--- src/rtl/lbdr_dr_pkg.sv ---
// Shared definitions for the lbdr_dr routing unit: flit type encodings,
// output-port indices, FSM state type and deroute field encodings.
package lbdr_dr_pkg;

    // Flit type encodings carried on flit_id
    localparam logic [2:0] FLIT_HEADER = 3'b001;
    localparam logic [2:0] FLIT_BODY   = 3'b010;
    localparam logic [2:0] FLIT_TAIL   = 3'b100;

    // Bit positions inside port_req {L,S,W,E,N}
    localparam int P_N = 0;
    localparam int P_E = 1;
    localparam int P_W = 2;
    localparam int P_S = 3;
    localparam int P_L = 4;
    localparam int NUM_PORTS = 5;

    // Deroute field encodings; the code value doubles as the Cx bit index
    localparam logic [1:0] DR_N = 2'b00;
    localparam logic [1:0] DR_E = 2'b01;
    localparam logic [1:0] DR_W = 2'b10;
    localparam logic [1:0] DR_S = 2'b11;

    typedef enum logic {
        ST_IDLE   = 1'b0,
        ST_ACTIVE = 1'b1
    } state_t;

    // Map a deroute code onto a one-hot port_req vector
    function automatic logic [NUM_PORTS-1:0] dr_onehot(input logic [1:0] code);
        logic [NUM_PORTS-1:0] oh;
        oh = '0;
        case (code)
            DR_N:    oh[P_N] = 1'b1;
            DR_E:    oh[P_E] = 1'b1;
            DR_W:    oh[P_W] = 1'b1;
            default: oh[P_S] = 1'b1;
        endcase
        return oh;
    endfunction

endpackage

--- src/rtl/lbdr_dr_route.sv ---
// Combinational route computation: coordinate comparators, LBDR minimal
// output set and the deroute fallback when no minimal port is usable.
module lbdr_dr_route
    import lbdr_dr_pkg::*;
#(
    parameter int X_W        = 2,
    parameter int Y_W        = 2,
    parameter bit EN_DEROUTE = 1'b1
) (
    input  logic [Y_W+X_W-1:0]   dst_addr,
    input  logic [Y_W+X_W-1:0]   cur_addr,
    input  logic [7:0]           rxy,
    input  logic [3:0]           cx,
    input  logic [7:0]           dr,
    output logic [NUM_PORTS-1:0] port_req,
    output logic                 derouted,
    output logic                 unroutable
);

    localparam int A_W = Y_W + X_W;

    logic [X_W-1:0] x_dst, x_cur;
    logic [Y_W-1:0] y_dst, y_cur;
    logic n1, s1, e1, w1;
    logic rne, rnw, ren, res, rwn, rws, rse, rsw;
    logic cn, ce, cw, cs;

    assign x_dst = dst_addr[X_W-1:0];
    assign y_dst = dst_addr[A_W-1:X_W];
    assign x_cur = cur_addr[X_W-1:0];
    assign y_cur = cur_addr[A_W-1:X_W];

    assign n1 = (y_dst < y_cur);
    assign s1 = (y_dst > y_cur);
    assign e1 = (x_dst > x_cur);
    assign w1 = (x_dst < x_cur);

    assign {rsw, rse, rws, rwn, res, ren, rnw, rne} = rxy;
    assign {cs, cw, ce, cn} = cx;

    // Minimal set first, then fall back to the deroute port of the primary direction
    always_comb begin
        logic [NUM_PORTS-1:0] min_set;
        logic [1:0]           sel;

        min_set         = '0;
        min_set[P_N]    = ((n1 & ~e1 & ~w1) | (n1 & e1 & rne) | (n1 & w1 & rnw)) & cn;
        min_set[P_E]    = ((e1 & ~n1 & ~s1) | (e1 & n1 & ren) | (e1 & s1 & res)) & ce;
        min_set[P_W]    = ((w1 & ~n1 & ~s1) | (w1 & n1 & rwn) | (w1 & s1 & rws)) & cw;
        min_set[P_S]    = ((s1 & ~e1 & ~w1) | (s1 & e1 & rse) | (s1 & w1 & rsw)) & cs;
        min_set[P_L]    = ~n1 & ~e1 & ~w1 & ~s1;

        if (n1)      sel = dr[1:0];
        else if (s1) sel = dr[7:6];
        else if (e1) sel = dr[3:2];
        else         sel = dr[5:4];

        port_req   = min_set;
        derouted   = 1'b0;
        unroutable = 1'b0;

        if (EN_DEROUTE && (min_set == '0)) begin
            if (cx[sel]) begin
                port_req = dr_onehot(sel);
                derouted = 1'b1;
            end else begin
                unroutable = 1'b1;
            end
        end
    end

endmodule

--- src/rtl/lbdr_dr.sv ---
// Per-input-port LBDR routing unit with deroute fallback. Latches the route
// on a HEADER pop and holds it, across FIFO bubbles, until the TAIL pop.
module lbdr_dr
    import lbdr_dr_pkg::*;
#(
    parameter int X_W        = 2,
    parameter int Y_W        = 2,
    parameter bit EN_DEROUTE = 1'b1
) (
    input  logic                 clk,
    input  logic                 rst,
    input  logic                 empty,
    input  logic                 flit_pop,
    input  logic [2:0]           flit_id,
    input  logic [Y_W+X_W-1:0]   dst_addr,
    input  logic [Y_W+X_W-1:0]   cur_addr_rst,
    input  logic [7:0]           Rxy_rst,
    input  logic [3:0]           Cx_rst,
    input  logic [7:0]           DR_rst,
    output logic [NUM_PORTS-1:0] port_req,
    output logic                 route_valid,
    output logic                 derouted,
    output logic                 proto_err
);

    logic [Y_W+X_W-1:0]   cur_addr_q;
    logic [7:0]           rxy_q;
    logic [3:0]           cx_q;
    logic [7:0]           dr_q;
    state_t               state_q;

    logic [NUM_PORTS-1:0] r_req;
    logic                 r_der;
    logic                 r_unr;
    logic                 pop;
    logic                 is_head, is_body, is_tail;

    assign pop     = flit_pop & ~empty;
    assign is_head = (flit_id == FLIT_HEADER);
    assign is_body = (flit_id == FLIT_BODY);
    assign is_tail = (flit_id == FLIT_TAIL);

    lbdr_dr_route #(
        .X_W        (X_W),
        .Y_W        (Y_W),
        .EN_DEROUTE (EN_DEROUTE)
    ) u_route (
        .dst_addr   (dst_addr),
        .cur_addr   (cur_addr_q),
        .rxy        (rxy_q),
        .cx         (cx_q),
        .dr         (dr_q),
        .port_req   (r_req),
        .derouted   (r_der),
        .unroutable (r_unr)
    );

    // Configuration is captured while reset is held and frozen afterwards
    always_ff @(posedge clk) begin
        if (rst) begin
            cur_addr_q <= cur_addr_rst;
            rxy_q      <= Rxy_rst;
            cx_q       <= Cx_rst;
            dr_q       <= DR_rst;
        end
    end

    // Packet FSM with registered outputs; only popped flits advance it
    always_ff @(posedge clk) begin
        if (rst) begin
            state_q     <= ST_IDLE;
            port_req    <= '0;
            route_valid <= 1'b0;
            derouted    <= 1'b0;
            proto_err   <= 1'b0;
        end else if (pop) begin
            case (state_q)
                ST_IDLE: begin
                    if (is_head) begin
                        port_req    <= r_req;
                        route_valid <= 1'b1;
                        derouted    <= r_der;
                        if (r_unr) proto_err <= 1'b1;
                        state_q     <= ST_ACTIVE;
                    end else begin
                        // BODY/TAIL with no open packet: drop it and flag
                        proto_err <= 1'b1;
                    end
                end
                ST_ACTIVE: begin
                    if (is_tail) begin
                        port_req    <= '0;
                        route_valid <= 1'b0;
                        derouted    <= 1'b0;
                        state_q     <= ST_IDLE;
                    end else if (is_head) begin
                        // Missing tail: flag it and route the new packet
                        port_req    <= r_req;
                        route_valid <= 1'b1;
                        derouted    <= r_der;
                        proto_err   <= 1'b1;
                    end else if (!is_body) begin
                        proto_err <= 1'b1;
                    end
                end
                default: state_q <= ST_IDLE;
            endcase
        end
    end

endmodule

--- config.mk ---
export PLATFORM = sky130hd
export DESIGN_NAME = lbdr_dr
export DESIGN_NICKNAME = d
export VERILOG_FILES = /design/src/rtl/lbdr_dr_pkg.sv /design/src/rtl/lbdr_dr_route.sv /design/src/rtl/lbdr_dr.sv
export SDC_FILE = /design/constraint.sdc
export NUM_CORES = 1
export LEC_CHECK = 0
export BUFFER_PORTS_ARGS = -buffer_cell sky130_fd_sc_hd__buf_2
export CELL_PAD_IN_SITES_DETAIL_PLACEMENT = 0
export CELL_PAD_IN_SITES_GLOBAL_PLACEMENT = 1
export CORE_AREA = 2 2 74 94
export CTS_CLUSTER_SIZE = 8
export DETAILED_ROUTE_END_ITERATION = 8
export DIE_AREA = 0 0 76 96
export GPL_ROUTABILITY_DRIVEN = 0
export GPL_TIMING_DRIVEN = 1
export MAX_ROUTING_LAYER = met4
export PLACE_DENSITY_LB_ADDON = 0.1
export SLEW_MARGIN = 5
export SYNTH_ARGS = -nofsm -noshare
export SYNTH_HDL_FRONTEND = slang
export SYNTH_SLANG_ARGS = --single-unit
--- constraint.sdc ---
create_clock -name clk -period 4.05 [get_ports clk]
set_input_delay 0.2025 -clock clk [delete_from_list [all_inputs] [get_ports clk]]
set_output_delay 0.2025 -clock clk [all_outputs]
set_load 0.005 [all_outputs]
==> qor.yml <==
grt_pass1_vias: 1219
maxSlewHeadroom_pct: 40.80
power_leakage_nw: 0.7902
busiest_layer: "met2"
use_met3_pct: 3.471
routed_wl_mm: 3.530
fin_crit_sh_pct: 57.68
hpwl_mm: 2.769
start_util_pct: 24.56
drc: 0
path_class: "reg2reg"
synthCells: 134
use_met1_pct: 11.73
hp-class: "in2reg"
finalPower_mw: 0.7718
combPwrFrac_pct: 16.9
switching_power_mw: 0.2086
worst_slack_ns: 1.714
synthArstFlopShare_pct: 0
worstPathArrival_ns: 2.52
cp-start-kind: "flop"
synth_area_per_cell_um2: 11.73
pin_count: 43
drt_pass1_iterations: 4
synth_edf_count: 24
power_density_nw_per_um2: 392.9
clk_latency_ns: 0.29
dp_slack_ns: 1.705
grt_setup_unrepaired: "no"
grt_overflow_total: 0
drive_above_1_share_pct: 31.87
num-nets-final: 220
synth_cell_types: 46
critPathRequiredTime_ns: 4.24
met2_usage_pct: 18.45
grt_max_degree: 29
critPathCaptureType: "flop"
layout_common_cells: "buf_2 (42), edfxtp_1 (24), nor2_1 (10)"
grt_pass1_wl_mm: 5.913
die-area_um2: 7296
ys_seq_area_share_pct: 57.32
post-route-util_pct: 30.69
final.min_clock_period_ns: 2.336
cts.repair.resized: 0
die_h_um: 96
tritoncts: "yes"
post-cts-setup-buffer-count: 0
fin_worst_skew_ns: 0.004235
layout_commonest_cell: "buf_2"
whs_ns: 0.08677
diodes: 0
synth_area_um2: 1572
worst_slew_pin_slew_ns: 0.8806
portBuffers: 42
fmax_mhz: 428.1
fp.dieW_um: 76
row_count: 33
syn-num-nets: 173
status: "complete, no violations"
internal_power_mw: 0.5632
core_area_um2: 6400
antenna_found_initial: 0
area_growth_pct: 25.00
yosysWarnings: 0
ant_nets: 0
postCtsHoldBufs: 0
wl_per_cell_um: 13.12
cts_made_buffers: 5
final-max-slew-violation-count: 0
track_usage_pct: 10.93
ir_drop_v: 0.0001296
p_clk_share_pct: 31.5
cap_viol_max_count: 0
crit_fanout: 11
drt_iter0_markers: 40
finalHoldViolCount: 0
cts-root-buf: "clkbuf_8"
final-setup-viol-count: 0
clock_sinks: 33
p_sw_share_pct: 27.02
final.setup.tns_ns: 0
cts_buffer_depth: 2
path_clk_slew_ns: 0.07
p_seq_share_pct: 51.6
synth_seq_cells: 33
num_vias: 1192
ctsHtreeMaxLevel: 2
synthFlopType: "edfxtp_1"
routed_via_density: 4.431
## worst paths after layout
| path | from | endpoint | slack, ns | cells after the start |
|---|---|---|---|---|
| max | cur_addr_q[1] | proto_err | 1.71 | 9 |
| min | cur_addr_rst[3] | cur_addr_q[3] | 0.09 | 1 |
| max reg2reg | cur_addr_q[1] | proto_err | 1.71 | 9 |
| min reg2reg | route_valid | route_valid | 0.46 | 1 |
## logic make-up after synthesis
kind of cell | share of synthesized area, %
AND/OR/NAND/NOR | 15.29
AO/OA/AOI/OAI | 17.60
flip-flops | 57.32
buffers and inverters | 2.706
multiplexers | 3.344
adder cells (fa/ha/maj) | 3.185
XOR/XNOR | 0.5574
## metal layers
metal / vias up / wire [um]
li1: 608 / -
met1: 539 / 1469
met2: 37 / 1798
met3: 8 / 192
met4: 0 / 70
met5: - / 0
## Yosys cell counts, drive strengths merged, types with 3 or more instances
cell type	number	area share [%]
edfxtp	24	46
dfxtp	9	11
nor3	4	1.3
a31oi	3	1.2
mux2i	3	1.9
o21ai	9	2.9
a21oi	5	1.6
nor2b	5	2.1
ha	4	3.2
o21a	3	1.4
inv	9	2.1
nor2	11	2.8
nand2	7	1.7
## state kept, by name, indices dropped and copies added (netlist names)
register	cells
cx_q	4
route_valid	1
dr_q	8
proto_err	1
cur_addr_q	4
port_req	5
rxy_q	8
state_q	1
derouted	1
## power groups by stage
stage | Combinational, mW | Sequential [mW] | Clock [mW]
6_report | 0.131 | 0.398 | 0.243
5_1_grt | 0.147 | 0.400 | 0.272
4_1_cts | 0.133 | 0.398 | 0.253
3_5_place_dp | 0.132 | 0.406 | 0
3_3_place_gp | 0.131 | 0.406 | 0
2_1_floorplan | 0.0872 | 0.402 | 0
## metrics by stage
stage / std cells / instance area (um^2)
finish: 269 / 1964
global route: 269 / 1964
CTS: 269 / 1964
detailed placement: 261 / 1882
global placement: 261 / 1882
floorplan: 134 / 1572
## worst max-delay path, cell delays in order (launching register included)
cell and delay [ns]:
edfxtp_1 0.37, inv_1 0.06, ha_1 0.33, mux2_2 0.38
o22ai_1 0.13, o2111ai_1 0.19, o311ai_4 0.18, mux2i_1 0.12
mux2_2 0.30, o21a_1 0.18
## final cells by class
class	count	area (um^2)
Tap cell	87	108.9
Multi-Input combinational cell	90	628.1
Inverter	9	33.78
Clock inverter	2	10.01
Fill cell	684	4436
Sequential cell	33	900.9
Clock buffer	6	72.57
Timing Repair Buffer	42	210.2
Note: power is estimated with default switching activity, not from simulation.
